### config.mk
export PLATFORM = sky130hd
export DESIGN_NAME = reg9b_byte_serializer_flat
export DESIGN_NICKNAME = d
export VERILOG_FILES = /design/src/rtl/reg9b_byte_serializer_if.sv /design/src/rtl/reg9b_byte_serializer.sv /design/src/flat_wrapper.sv
export SDC_FILE = /design/constraint.sdc
export NUM_CORES = 1
export LEC_CHECK = 0
export ABC_AREA = 1
export BUFFER_PORTS_ARGS = -buffer_cell sky130_fd_sc_hd__clkbuf_2
export CAP_MARGIN = 20
export CORE_MARGIN = 5
export CORE_UTILIZATION = 60
export CTS_CLUSTER_SIZE = 10
export DETAILED_ROUTE_END_ITERATION = 8
export HOLD_SLACK_MARGIN = 0.05
export PLACE_DENSITY = 0.82
export SYNTH_ARGS = -nofsm -noshare
export SYNTH_HDL_FRONTEND = slang
export SYNTH_SLANG_ARGS = --single-unit
export TNS_END_PERCENT = 20
### constraint.sdc
create_clock -name clk -period 5.82 [get_ports clk]
set_input_delay 0.582 -clock clk [delete_from_list [all_inputs] [get_ports clk]]
set_output_delay 0.582 -clock clk [all_outputs]
set_load 0.03 [all_outputs]
### src/rtl/reg9b_byte_serializer_if.sv
// Word-in / byte-out stream bundle for reg9b_byte_serializer.
// out_par exists only when REG9B_SER_PARITY_EN is defined.
interface reg9b_byte_serializer_if;
    logic [71:0] d;
    logic        in_valid;
    logic        in_ready;
    logic [7:0]  out_data;
    logic        out_valid;
    logic        out_ready;
    logic [3:0]  out_idx;
    logic        out_last;
`ifdef REG9B_SER_PARITY_EN
    logic        out_par;

    modport master (
        output d, in_valid, out_ready,
        input  in_ready, out_data, out_valid, out_idx, out_last, out_par
    );
    modport slave (
        input  d, in_valid, out_ready,
        output in_ready, out_data, out_valid, out_idx, out_last, out_par
    );
`else
    modport master (
        output d, in_valid, out_ready,
        input  in_ready, out_data, out_valid, out_idx, out_last
    );
    modport slave (
        input  d, in_valid, out_ready,
        output in_ready, out_data, out_valid, out_idx, out_last
    );
`endif
endinterface

### src/rtl/reg9b_byte_serializer.sv
// Serializes 72-bit words into 9 bytes with one pending word of buffering.
// Define REG9B_SER_PARITY_EN to add an even-parity bit (out_par) to the byte stream.
module reg9b_byte_serializer #(
    parameter bit MSB_FIRST = 1'b0
) (
    input  logic                    clk,
    input  logic                    clr,
    input  logic                    ce,
    reg9b_byte_serializer_if.slave  bus
);
    localparam int         NBYTES   = 9;
    localparam logic [3:0] LAST_IDX = 4'd8;

    logic [71:0] act_q, act_d;
    logic [71:0] pend_q, pend_d;
    logic [3:0]  idx_q, idx_d;
    logic        act_full_q, act_full_d;
    logic        pend_full_q, pend_full_d;

    logic        in_ready_w;
    logic        out_valid_w;
    logic        accept_w;
    logic        xfer_w;
    logic        end_xfer_w;
    logic [7:0]  lane_w [NBYTES];
    logic [7:0]  byte_sel_w;
    logic [7:0]  out_data_w;

    // Lane k holds the k-th byte in emission order.
    generate
        for (genvar gi = 0; gi < NBYTES; gi++) begin : g_lane
            if (MSB_FIRST) begin : g_msb
                assign lane_w[gi] = act_q[8*(NBYTES-1-gi) +: 8];
            end else begin : g_lsb
                assign lane_w[gi] = act_q[8*gi +: 8];
            end
        end
    endgenerate

    always_comb begin
        byte_sel_w = '0;
        for (int k = 0; k < NBYTES; k++) begin
            if (idx_q == 4'(k)) begin
                byte_sel_w = lane_w[k];
            end
        end
    end

    assign in_ready_w  = ce & ~pend_full_q;
    assign out_valid_w = ce & act_full_q;
    assign accept_w    = bus.in_valid & in_ready_w;
    assign xfer_w      = out_valid_w & bus.out_ready;
    assign end_xfer_w  = xfer_w & (idx_q == LAST_IDX);

    // Byte is driven from registered state only; zero while no word is held.
    assign out_data_w  = act_full_q ? byte_sel_w : 8'h00;

    always_comb begin
        act_d       = act_q;
        pend_d      = pend_q;
        idx_d       = idx_q;
        act_full_d  = act_full_q;
        pend_full_d = pend_full_q;

        if (xfer_w) begin
            if (!end_xfer_w) begin
                idx_d = idx_q + 4'd1;
            end else begin
                idx_d = 4'd0;
                if (pend_full_q) begin
                    act_d       = pend_q;
                    pend_full_d = 1'b0;
                end else if (accept_w) begin
                    act_d = bus.d;
                end else begin
                    act_full_d = 1'b0;
                end
            end
        end

        // An end-of-word transfer already consumed any same-cycle accept above.
        if (accept_w && !end_xfer_w) begin
            if (!act_full_q) begin
                act_d      = bus.d;
                act_full_d = 1'b1;
                idx_d      = 4'd0;
            end else begin
                pend_d      = bus.d;
                pend_full_d = 1'b1;
            end
        end
    end

    always_ff @(posedge clk or negedge clr) begin
        if (!clr) begin
            act_q       <= '0;
            pend_q      <= '0;
            idx_q       <= '0;
            act_full_q  <= 1'b0;
            pend_full_q <= 1'b0;
        end else if (ce) begin
            act_q       <= act_d;
            pend_q      <= pend_d;
            idx_q       <= idx_d;
            act_full_q  <= act_full_d;
            pend_full_q <= pend_full_d;
        end
    end

    assign bus.in_ready  = in_ready_w;
    assign bus.out_valid = out_valid_w;
    assign bus.out_data  = out_data_w;
    assign bus.out_idx   = idx_q;
    assign bus.out_last  = out_valid_w & (idx_q == LAST_IDX);

`ifdef REG9B_SER_PARITY_EN
    assign bus.out_par   = out_valid_w & (^out_data_w);
`endif

endmodule

### src/flat_wrapper.sv
// flat-port wrapper written by rule: the top's interface ports become plain ports
module reg9b_byte_serializer_flat 
#(
    parameter bit MSB_FIRST = 1'b0
)
  (clk, clr, ce, bus_d, bus_in_valid, bus_out_ready, bus_in_ready, bus_out_data, bus_out_valid, bus_out_idx, bus_out_last);
  reg9b_byte_serializer_if bus_i ();
  input  logic clk;
  input  logic clr;
  input  logic ce;
  input wire logic [$bits(bus_i.d)-1:0] bus_d;
  input wire logic [$bits(bus_i.in_valid)-1:0] bus_in_valid;
  input wire logic [$bits(bus_i.out_ready)-1:0] bus_out_ready;
  output wire logic [$bits(bus_i.in_ready)-1:0] bus_in_ready;
  output wire logic [$bits(bus_i.out_data)-1:0] bus_out_data;
  output wire logic [$bits(bus_i.out_valid)-1:0] bus_out_valid;
  output wire logic [$bits(bus_i.out_idx)-1:0] bus_out_idx;
  output wire logic [$bits(bus_i.out_last)-1:0] bus_out_last;
  assign bus_i.d = bus_d;
  assign bus_i.in_valid = bus_in_valid;
  assign bus_i.out_ready = bus_out_ready;
  assign bus_in_ready = bus_i.in_ready;
  assign bus_out_data = bus_i.out_data;
  assign bus_out_valid = bus_i.out_valid;
  assign bus_out_idx = bus_i.out_idx;
  assign bus_out_last = bus_i.out_last;
  reg9b_byte_serializer #(.MSB_FIRST(MSB_FIRST)) u_core (.clk(clk), .clr(clr), .ce(ce), .bus(bus_i));
endmodule
==> results of run 1 <==
## synth_stat cells
master     count
inv_1         87
buf_1          5
a22o_1         4
nand3b_1       6
nand2_2        2
o21ai_0      124
xor2_1         2
mux2_1        31
nor2_1       134
nand2_4        1
o21ai_2        1
o211ai_1      33
o21ai_1        9
nor2_4         2
clkbuf_2       1
ha_1           4
o2bb2ai_1      1
o32ai_1        1
o21bai_1       1
inv_2          4
nand3_1       45
a21oi_4        1
clkbuf_1      30
dfrtp_1      150
a21oi_1       19
nand2_1      166
o22ai_1       35
buf_6          6
buf_2         17
mux2_4        10
nor3_1        37
a211oi_1       1
nor2_8         2
mux2_2        12
buf_4          4
## sequential cells by signal (all words and copies together), names as in the netlist, named ones only
| signal | count |
|---|---|
| u_core.act_q | 72 |
| u_core.pend_q | 72 |
| u_core.bus.out_idx | 4 |
| u_core.act_full_q | 1 |
## power groups by stage
stage               combinational (mW)  sequential [mW]  clock [mW]
floorplan                         1.18             1.61           0
global placement                  1.52             1.67           0
detailed placement                1.56             1.68           0
CTS                               1.58             1.67        1.04
global route                      1.77             1.72        1.09
finish                            1.59             1.67        1.04
## worst paths after layout
path | to | from
setup / recovery | bus_out_data[2] | u_core.bus.out_idx[0]
hold reg to reg | u_core.pend_q[28] | u_core.pend_q[28]
min in group asynchronous | u_core.pend_q[25] | clr
max in group asynchronous | u_core.pend_q[29] | clr
setup reg to reg | u_core.act_q[4] | u_core.bus.out_idx[0]
hold / removal | u_core.pend_q[50] | bus_d[50]
## layout by cell type (no fill, tap or decap), types with 6 or more instances in the layout
| master | synthesis | final |
|---|---|---|
| mux2_4 | 10 | 10 |
| nand2_1 | 166 | 165 |
| clkbuf_1 | 30 | 6 |
| clkbuf_2 | 1 | 90 |
| mux2_1 | 31 | 31 |
| nand3b_1 | 6 | 6 |
| clkbuf_16 | 0 | 17 |
| nor2_1 | 134 | 134 |
| nand3_1 | 45 | 45 |
| o21ai_0 | 124 | 124 |
| dfrtp_1 | 150 | 150 |
| nor3_1 | 37 | 37 |
| o21ai_1 | 9 | 9 |
| o211ai_1 | 33 | 33 |
| a21oi_1 | 19 | 19 |
| o22ai_1 | 35 | 35 |
| mux2_2 | 12 | 12 |
| inv_1 | 87 | 87 |
## layer usage
metal  track usage, %  up-vias
met3             5.00       28
met5                0        -
met2             42.1      305
met4             8.14        0
met1             36.3     3403
li1                 -     3413
## timing repair
action                                  in CTS  in global routing
hold buffers                                 0                  1
buffers inserted                             0                  0
endpoints found under the hold margin        0                  7
endpoints found under the setup margin       0                  0
## stage by stage
step | worst slack (ns) | utilization [%] | cells | power (mW) | cell area (sq um)
after floorplan | 3.00 | - | 988 | 2.79 | 8100
after global placement | 2.28 | 64.2 | 1196 | 3.19 | 8500
after detailed placement | 2.23 | 64.4 | 1197 | 3.24 | 8530
after CTS | 2.37 | 68.6 | 1229 | 4.28 | 9080
after global routing | 2.11 | 69.2 | 1233 | 4.58 | 9160
final | 2.27 | 69.2 | 1233 | 4.30 | 9160
## cell families after synthesis
group,share of synthesized area (%)
AOI/OAI and AO/OA,16.3
xor gates and xnor gates,0.216
adders and majority gates,0.618
buffers and inverters,8.15
DFF,46.3
muxes,7.83
and+or+nand+nor,20.6
## layout make-up
type                       count  share of cell area (%)
timing repair buffer         100                    6.54
clock inverter                 7                   0.792
inverter                      91                    3.73
tap                          176                    2.40
clock buffer                  25                    5.19
multi-input combinational    684                    40.4
sequential                   150                    41.0
==> out/results.md, run 1 <==
| Item | Reported | Unit |
|:---|:---|:---|
| Multi-input gate area | 3700 | sq um |
| Distinct cells, synth | 35 | - |
| Full die area | 15,900 | sq um |
| Net switching power | 1.67 | mW |
| Critical path data arrival time | 2.96 | ns |
| Register-to-register path setup slack | 2.51 | ns |
| Category of the worst setup path launch point | register | - |
| Length of routed met2 wiring | 9.70 | mm |
| Period minus WS final | 3.55 | ns |
| Post-cts repair resize count | 0 | - |
| RSZ-0062 raised after global routing | false | - |
| Rows | 42 | - |
| Worst hold path class | input pin to register | - |
| Filler cell count | 1,113 | - |
| Cell-by-cell listing of the critical path | inv_1 -> ha_1 -> nand3_1 -> o21ai_0 -> inv_1 -> nand2_1 -> nand2_1 -> a21oi_1 -> clkbuf_2 | - |
| Initial DRC Count | 778 | - |
| Fraction of layout cells with a size suffix above 1 | 15.2 | % |
| Worst Max-Slew Pin Slew | 1.00 | ns |
| N_diodes | 0 | - |
| Max stage delay on crit path | 0.52 | ns |
| Number of synthesized register bits | 150 | - |
| Average routed wire per standard cell | 16.5 | um |
| Internal cell power | 2.63 | mW |
| Buffer type at the clock tree root | clkbuf_16 | - |
| Count of boundary I/O pins | 92 | - |
| Routed length on met3 | 1.36 | mm |
| Die height | 126 | um |
| Setup TNS | 0 | ns |
| Number of I/O port buffers | 91 | - |
| Max H-tree Level | 4 | - |
| Total standard cell area after synthesis | 8100 | sq um |
| Finish-stage setup viols | 0 | - |
| Sequential area share after synthesis | 46.3 | % |
| Via count of the first global-routing pass | 6,832 | - |
| Max Fanout on Critical Path | 15 | - |
| IR drop worst, VDD | 0.261 | mV |
| Number of sinks on the clock net | 150 | - |
| Number of warnings printed during yosys synthesis | 0 | - |
| Critical path type | register to output port | - |
| Core outline area | 13,200 | sq um |
| Count of final hold-check violations | 0 | - |
| Number of iterations in the first detailed-routing pass | 5 | - |
| Depth of the critical timing path with buffers and inverters included | 9 | - |
| CTS buffer count | 17 | - |
| CP Capture Type | output port | - |
| CTS tree | yes | - |
| Slew Limit Headroom | 33.2 | % |
| Post-Syn Instances | 988 | - |
| Horizontal extent of the die | 126 | um |
| Via density per instance | 5.80 | - |
| Max-cap viol count | 0 | - |
| Synthesized Nets | 1,069 | - |
| Critical-path top delay cell | nand3_1 | - |
| Peak Freq | 282 | MHz |
| Number of antenna violations at the first check in global routing | 0 | - |
| Total half-perimeter wirelength after legalization and detailed placement | 13.2 | mm |
| Insertion delay of the later-clocked pin in the worst-skew pair | 0.43 | ns |
| Clock transition at the register clock pins on the worst setup and hold paths after CTS | 0.06 | ns |
| Overall routing resource usage | 26.2 | % |
| Via count | 7,149 | - |
| Crit path buf inv count | 3 | - |
| Portion of total power attributed to sequential cells | 38.9 | % |
| Critical path's top delay family | simple AND/OR/NAND/NOR gates | - |
| Cell depth of the worst min-delay path | 2 | - |
| Fraction of the cycle the final worst path needs | 60.9 | % |
| Number of design rule violations left after detail routing | 0 | - |
| Part of the total power dissipated in combinational logic | 36.9 | % |
| Max Slew Vio Count | 0 | - |
| Largest cells by area after synthesis | dfrtp_1, nand2_1, o21ai_0, nor2_1, mux2_1 | - |
| Area growth from synthesis to layout | 13.0 | % |
| Total length of routed wires | 20.3 | mm |
| Length in cells of the worst reg-to-reg path | 11 | - |
| Storage element area | 3750 | sq um |
| Clk_skew | 0.00650 | ns |
| Maximum clock insertion buffer count | 2 | - |
| Data required time at the worst endpoint | 5.24 | ns |
| GPL Wtd Cong | 0.879 | - |
| Initial standard-cell utilization of the core | 61.2 | % |
| Worst Hold Margin | 0.395 | ns |
| Wire length of the first global-routing pass | 33.8 | mm |
| Aggregate global routing overflow | 0 | - |
| Top Layer Used | met4 | - |
| Antenna-violating nets left | 0 | - |
| Switching share of power | 38.9 | % |
| Synthesized area per cell | 8.20 | sq um |
| Post-synthesis cell type with the largest combined area | dfrtp_1 | - |
| Net count reported at finish | 1,125 | - |
| Clock network fraction of design power | 24.1 | % |
| Total power density per cell area | 469 | nW/um^2 |
| Area share of the largest cell type after synthesis | 46.3 | % |
| Met1 Wirelength | 8.89 | mm |
| Maximum number of pins on one net before global-route repair | 111 | - |
| Reported leakage power | 4.50 | nW |
| Outcome | completed | - |
Note: power is estimated with default switching activity, not from simulation.
==> run 2: changes to the inputs <==
- CORE_UTILIZATION: 60 -> 53
- PLACE_DENSITY: 0.82 -> 0.76
- clock period: 5.82 -> 3 ns (I/O delays scaled with it)
==> out/results.md, run 2 (same netlist as run 1, synthesis figures left out) <==
| Item | Reported | Unit | Delta |
|:---|:---|:---|:---|
| Cell-by-cell listing of the critical path | inv_1 -> ha_1 -> nand3_2 -> nand2_1 -> inv_1 -> nand2_1 -> nand2_1 -> a21oi_1 -> clkbuf_2 | - |  |
| Most frequent standard cell in the layout excluding fill and tap cells | nand2_1 | - |  |
| Total power density per cell area | 922 | nW/um^2 | +96% |
| RSZ-0062 raised after global routing | true | - |  |
| Initial standard-cell utilization of the core | 53.7 | % | -7.5 points |
| Via count | 7,118 | - | -0.43% |
| Number of sinks on the clock net | 150 | - | unchanged |
| Worst hold path class | input pin to register | - |  |
| Maximum number of pins on one net before global-route repair | 63 | - | -43% |
| Slew Limit Headroom | 60.7 | % | +27 points |
| Critical path data arrival time | 2.53 | ns | -0.43 ns |
| Total length of routed wires | 21.5 | mm | +6.0% |
| Filler cell count | 1,356 | - | +22% |
| Buffer type at the clock tree root | clkbuf_16 | - |  |
| Worst Max-Slew Pin Slew | 0.589 | ns | -0.411 ns |
| Net count reported at finish | 1,136 | - | +0.98% |
| Average routed wire per standard cell | 17.2 | um | +4.2% |
| Multi-input gate area | 3720 | sq um | +0.54% |
| Outcome | completed | - |  |
| Timing startpoint of the critical path | u_core.bus.out_idx[0] | - |  |
| Max Slew Vio Count | 0 | - | unchanged |
| Length in cells of the worst reg-to-reg path | 11 | - | unchanged |
| Max Fanout on Critical Path | 15 | - | unchanged |
| Register-to-register path setup slack | 0.48 | ns | -2.03 ns |
| CTS buffer count | 17 | - | unchanged |
| Number of design rule violations left after detail routing | 0 | - | unchanged |
| Wire length of the first global-routing pass | 35.6 | mm | +5.4% |
| Fraction of layout cells with a size suffix above 1 | 17.2 | % | +2.0 points |
| Horizontal extent of the die | 134 | um | +5.9% |
| Fraction of the cycle the final worst path needs | 94.2 | % |  |
| CP Capture Type | output port | - |  |
| Overall routing resource usage | 25.0 | % | -1.2 points |
| Clock transition at the register clock pins on the worst setup and hold paths after CTS | 0.06 | ns | about the same |
| Critical path type | register to output port | - |  |
| Reg-to-reg endpoint | u_core.act_q[5] | - |  |
| Top library cells by usage in the layout, fill and taps aside | nand2_1, dfrtp_1, nor2_1, o21ai_0, clkbuf_2 | - |  |
| Storage element area | 3750 | sq um | about the same |
| Cell repeated most along the worst path | nand2_1 | - |  |
| Insertion delay of the later-clocked pin in the worst-skew pair | 0.43 | ns | about the same |
| Finish-stage setup viols | 0 | - | unchanged |
| IR drop worst, VDD | 0.615 | mV | +140% |
| Die height | 134 | um | +5.9% |
| Max stage delay on crit path | 0.44 | ns | -0.08 ns |
| Count of final hold-check violations | 0 | - | unchanged |
| Reported leakage power | 4.58 | nW | +1.8% |
| Worst Setup Slack post-DPL | 0.409 | ns | -1.82 ns |
| Last element of the critical path | bus_out_data[7] | - |  |
| Via count of the first global-routing pass | 6,778 | - | -0.79% |
| Number of iterations in the first detailed-routing pass | 5 | - | unchanged |
| Rows | 45 | - | +7.1% |
| Aggregate global routing overflow | 0 | - | unchanged |
| Max-cap viol count | 0 | - | unchanged |
| Count of boundary I/O pins | 92 | - | unchanged |
| Antenna-violating nets left | 0 | - | unchanged |
| Minimum setup slack in the final design | 0.175 | ns | -2.10 ns |
| Number of I/O port buffers | 91 | - | unchanged |
| Category of the worst setup path launch point | register | - |  |
| Area growth from synthesis to layout | 15.1 | % |  |
| N_diodes | 0 | - | unchanged |
| Core outline area | 15,100 | sq um | +14% |
| Period minus WS final | 2.83 | ns |  |
| Critical-path top delay cell | ha_1 | - |  |
| Data required time at the worst endpoint | 2.70 | ns | -2.54 ns |
| Number of antenna violations at the first check in global routing | 0 | - | unchanged |
| Total design power | 8.60 | mW | +100% |
| GPL Wtd Cong | 0.896 | - | +1.9% |
| Launch point of the worst reg-to-reg path | u_core.bus.out_idx[0] | - |  |
| Peak Freq | 354 | MHz |  |
| Via density per instance | 5.67 | - | -2.2% |
| Max H-tree Level | 4 | - | unchanged |
| CTS tree | yes | - |  |
| Maximum clock insertion buffer count | 2 | - | unchanged |
| Total half-perimeter wirelength after legalization and detailed placement | 14.7 | mm | +11% |
| Full die area | 17,900 | sq um | +12% |
| Initial DRC Count | 563 | - | -28% |
| Buffers inserted by post-CTS timing repair | 0 | - | unchanged |
| Clk_skew | 0.00909 | ns | +0.00259 ns |
## run 2: cell types whose count changed in the layout (fill, tap and decap cells not counted), sizes merged
cell      before  now
inv           91   95
buf            9   20
clkinvlp       2    1
clkbuf       115  109
bufinv         1    3
## run 2: how the worst min path moves through the flow
stage                            endpoint  slack, ns  depth (start not counted)  startpoint
2_1_floorplan  asynchronous set/reset pin      0.004                          0         clr
3_3_place_gp            u_core.pend_q[21]       0.32                          1         clr
3_5_place_dp            u_core.pend_q[21]       0.32                          1         clr
4_1_cts                 u_core.pend_q[44]       0.11                          2   bus_d[44]
5_1_grt                 u_core.pend_q[44]        0.1                          2   bus_d[44]
6_report                u_core.pend_q[42]       0.12                          2   bus_d[42]
## run 2: where the power goes
| group | internal, mW | switching (mW) |
|---|---|---|
| combinational | 1.19 | 1.94 |
| sequential | 2.76 | 0.486 |
| clock | 1.34 | 0.889 |
| total | 5.29 | 3.31 |
## run 2: through the flow
stage               instances  TNS [ns]  cell area, sq um  utilization (%)  hold WS (ns)
CTS                      1255         0              9310             61.7         0.105
global placement         1223         0              8680             57.5         0.317
detailed placement       1223         0              8680             57.5         0.325
floorplan                 988         0              8100                -       0.00441
finish                   1255         0              9330             61.8         0.116
global route             1255   -0.0407              9330             61.8        0.0986
## run 2: routing by layer
layer / track usage (%) / wire (um) / vias up
li1: - / - / 3443
met3: 5.89 / 1180 / 19
met5: 0 / 0 / -
met2: 38.8 / 10200 / 182
met1: 35.3 / 9880 / 3474
met4: 6.69 / 294 / 0
## run 2: repair_timing
item	4_1_cts	5_1_grt
setup endpoints to repair	5	8
resized for setup	2	7
hold buffers	1	0
endpoints found under the hold margin	59	0
## run 2: cell type report
class / count / share of cell area (%)
clock buffer: 19 / 4.75
clock inverter: 12 / 1.80
inverter: 91 / 3.66
multi-input combinational: 684 / 39.9
sequential: 150 / 40.3
tap: 188 / 2.52
timing repair buffer: 111 / 7.16
## run 2: worst max-delay path, delay by kind of cell, from the launching register on
| family | cells | cell delay, ns |
|---|---|---|
| compound gates | 1 | 0.20 |
| fa+ha+maj | 1 | 0.44 |
| buf+inv | 3 | 0.42 |
| flops | 1 | 0.42 |
| simple gates | 4 | 0.61 |
==> run 3: changes to the inputs <==
- CORE_ASPECT_RATIO: unset -> 1.5
==> out/results.md, run 3 (same netlist as run 1, synthesis figures left out) <==
| Item | Reported | Unit | Delta |
|:---|:---|:---|:---|
| RSZ-0062 raised after global routing | true | - |  |
| Launch point of the worst reg-to-reg path | u_core.bus.out_idx[0] | - |  |
| Clk_skew | 0.00942 | ns | +0.000337 ns |
| N_diodes | 0 | - | unchanged |
| Worst Hold Margin | 0.113 | ns | -0.00356 ns |
| Worst Setup Slack post-DPL | 0.399 | ns | -0.0101 ns |
| Top library cells by usage in the layout, fill and taps aside | nand2_1, dfrtp_1, nor2_1, o21ai_0, clkbuf_2 | - |  |
| Storage element area | 3750 | sq um | about the same |
| Overall routing resource usage | 25.8 | % | +0.80 points |
| Minimum setup slack in the final design | 0.0986 | ns | -0.0763 ns |
| Total power density per cell area | 934 | nW/um^2 | +1.3% |
| Buffer type at the clock tree root | clkbuf_16 | - |  |
| Reg-to-reg endpoint | u_core.pend_q[14] | - |  |
| Fraction of layout cells with a size suffix above 1 | 17.6 | % | +0.37 points |
| Data required time at the worst endpoint | 2.70 | ns | about the same |
| CTS buffer count | 17 | - | unchanged |
| Full die area | 17,900 | sq um | +0.29% |
| Cell depth of the worst min-delay path | 2 | - | unchanged |
| Max Fanout on Critical Path | 10 | - | -5 |
| Maximum number of pins on one net before global-route repair | 86 | - | +37% |
| Total design power | 8.82 | mW | +2.5% |
| Rows | 55 | - | +22% |
| Category of the worst setup path launch point | register | - |  |
| Via density per instance | 5.61 | - | -1.0% |
| Number of iterations in the first detailed-routing pass | 5 | - | unchanged |
| Total half-perimeter wirelength after legalization and detailed placement | 15.6 | mm | +6.3% |
| Clock transition at the register clock pins on the worst setup and hold paths after CTS | 0.06 | ns | about the same |
| IR drop worst, VDD | 0.969 | mV | +58% |
| Antenna-violating nets left | 0 | - | unchanged |
| Number of design rule violations left after detail routing | 0 | - | unchanged |
| Critical path type | register to output port | - |  |
| Initial standard-cell utilization of the core | 53.8 | % | +0.067 points |
| Wire length of the first global-routing pass | 37.2 | mm | +4.4% |
| Worst Max-Slew Pin Slew | 0.807 | ns | +0.218 ns |
| Period minus WS final | 2.90 | ns | +0.0763 ns |
| Initial DRC Count | 444 | - | -21% |
| Most frequent standard cell in the layout excluding fill and tap cells | nand2_1 | - |  |
| Core outline area | 15,100 | sq um | -0.12% |
| Number of I/O port buffers | 91 | - | unchanged |
| Multi-input gate area | 3710 | sq um | about the same |
| Slew Limit Headroom | 46.2 | % | -15 points |
| Net count reported at finish | 1,142 | - | +0.53% |
| Count of final hold-check violations | 0 | - | unchanged |
| Non-filler cells, final | 1,272 | - | +1.4% |
| Endpoint of the worst hold-timing path | u_core.pend_q[50] | - |  |
| Area growth from synthesis to layout | 16.5 | % |  |
| Count of boundary I/O pins | 92 | - | unchanged |
| Filler cell count | 1,294 | - | -4.6% |
| GPL Wtd Cong | 0.921 | - | +2.7% |
| Max-cap viol count | 0 | - | unchanged |
| Number of antenna violations at the first check in global routing | 0 | - | unchanged |
| Maximum clock insertion buffer count | 2 | - | unchanged |
| Register-to-register path setup slack | 0.50 | ns | +0.02 ns |
| Total length of routed wires | 22.2 | mm | +3.3% |
| Aggregate global routing overflow | 0 | - | unchanged |
| Average routed wire per standard cell | 17.5 | um | +1.9% |
| Horizontal extent of the die | 111 | um | -17% |
| Total placed instance area | 8750 | sq um | +0.73% |
| Via count | 7,141 | - | +0.32% |
| Insertion delay of the later-clocked pin in the worst-skew pair | 0.43 | ns | about the same |
| CP Capture Type | output port | - |  |
| Outcome | completed | - |  |
| Max H-tree Level | 4 | - | unchanged |
| Fraction of the cycle the final worst path needs | 96.7 | % | +2.5 points |
| Cell area after layout | 9440 | sq um | +1.2% |
| Number of sinks on the clock net | 150 | - | unchanged |
| Worst min-delay path startpoint | bus_d[50] | - |  |
| Max Slew Vio Count | 0 | - | unchanged |
| CTS tree | yes | - |  |
| Peak Freq | 345 | MHz | -2.6% |
| Via count of the first global-routing pass | 7,133 | - | +5.2% |
| Finish-stage setup viols | 0 | - | unchanged |
| Die height | 161 | um | +21% |
| Reported leakage power | 4.62 | nW | +0.91% |
| Number of cells in the design after placement | 1,239 | - | +1.3% |
| Worst hold path class | input pin to register | - |  |
| Length in cells of the worst reg-to-reg path | 10 | - | -1 |
| Critical path data arrival time | 2.60 | ns | +0.07 ns |
## run 3: final cells by class
| class | instances | share of cell area (%) |
|---|---|---|
| Multi-Input combinational cell | 684 | 39.3 |
| Clock buffer | 18 | 4.54 |
| Clock inverter | 13 | 2.42 |
| Timing Repair inverter | 1 | 0.0795 |
| Inverter | 91 | 3.66 |
| Timing Repair Buffer | 116 | 7.57 |
| Tap cell | 199 | 2.64 |
| Sequential cell | 150 | 39.8 |
## run 3: metal layers
layer | up-vias | track usage (%) | routed length, um
li1 | 3445 | - | -
met1 | 3450 | 32.4 | 9190
met2 | 201 | 44.1 | 11400
met3 | 45 | 4.87 | 1070
met4 | 0 | 9.80 | 612
met5 | - | 0 | 0
## run 3: report_power, final
part	internal, mW	switching, mW
Sequential	2.76	0.510
Combinational	1.20	1.95
Clock	1.55	0.849
## run 3: how the worst max path moves through the flow
stage	slack [ns]	to	cells past startpoint	from
after floorplan	0.46	bus_out_data[7]	12	u_core.bus.out_idx[1]
after global placement	0.39	bus_out_data[7]	11	u_core.bus.out_idx[1]
after detailed placement	0.40	bus_out_data[2]	9	u_core.bus.out_idx[0]
after CTS	0.003	bus_out_data[0]	10	u_core.bus.out_idx[1]
after global routing	-0.10	bus_out_data[0]	10	u_core.bus.out_idx[1]
final	0.1	bus_out_data[2]	9	u_core.bus.out_idx[1]
## run 3: stage by stage
stage / utilization, % / TNS (ns)
final: 62.7 / 0
after global routing: 62.7 / -0.414
after CTS: 62.5 / 0
after detailed placement: 58.0 / 0
after global placement: 58.0 / 0
after floorplan: - / 0
## run 3: critical path: stages (launching register included)
cell and delay [ns]:
dfrtp_1 0.42, inv_1 0.13, ha_2 0.32, nand3_1 0.31, o21ai_0 0.32, inv_1 0.07, nand2_1 0.10, nand2_1 0.06
a21oi_1 0.20, clkbuf_2 0.25
## run 3: timing repair
action,in CTS,in global routing
resized for setup,2,6
hold buffers,1,0
hold endpoints to repair,83,0
cloned,0,1
endpoints found under the setup margin,4,8
setup buffers,0,0
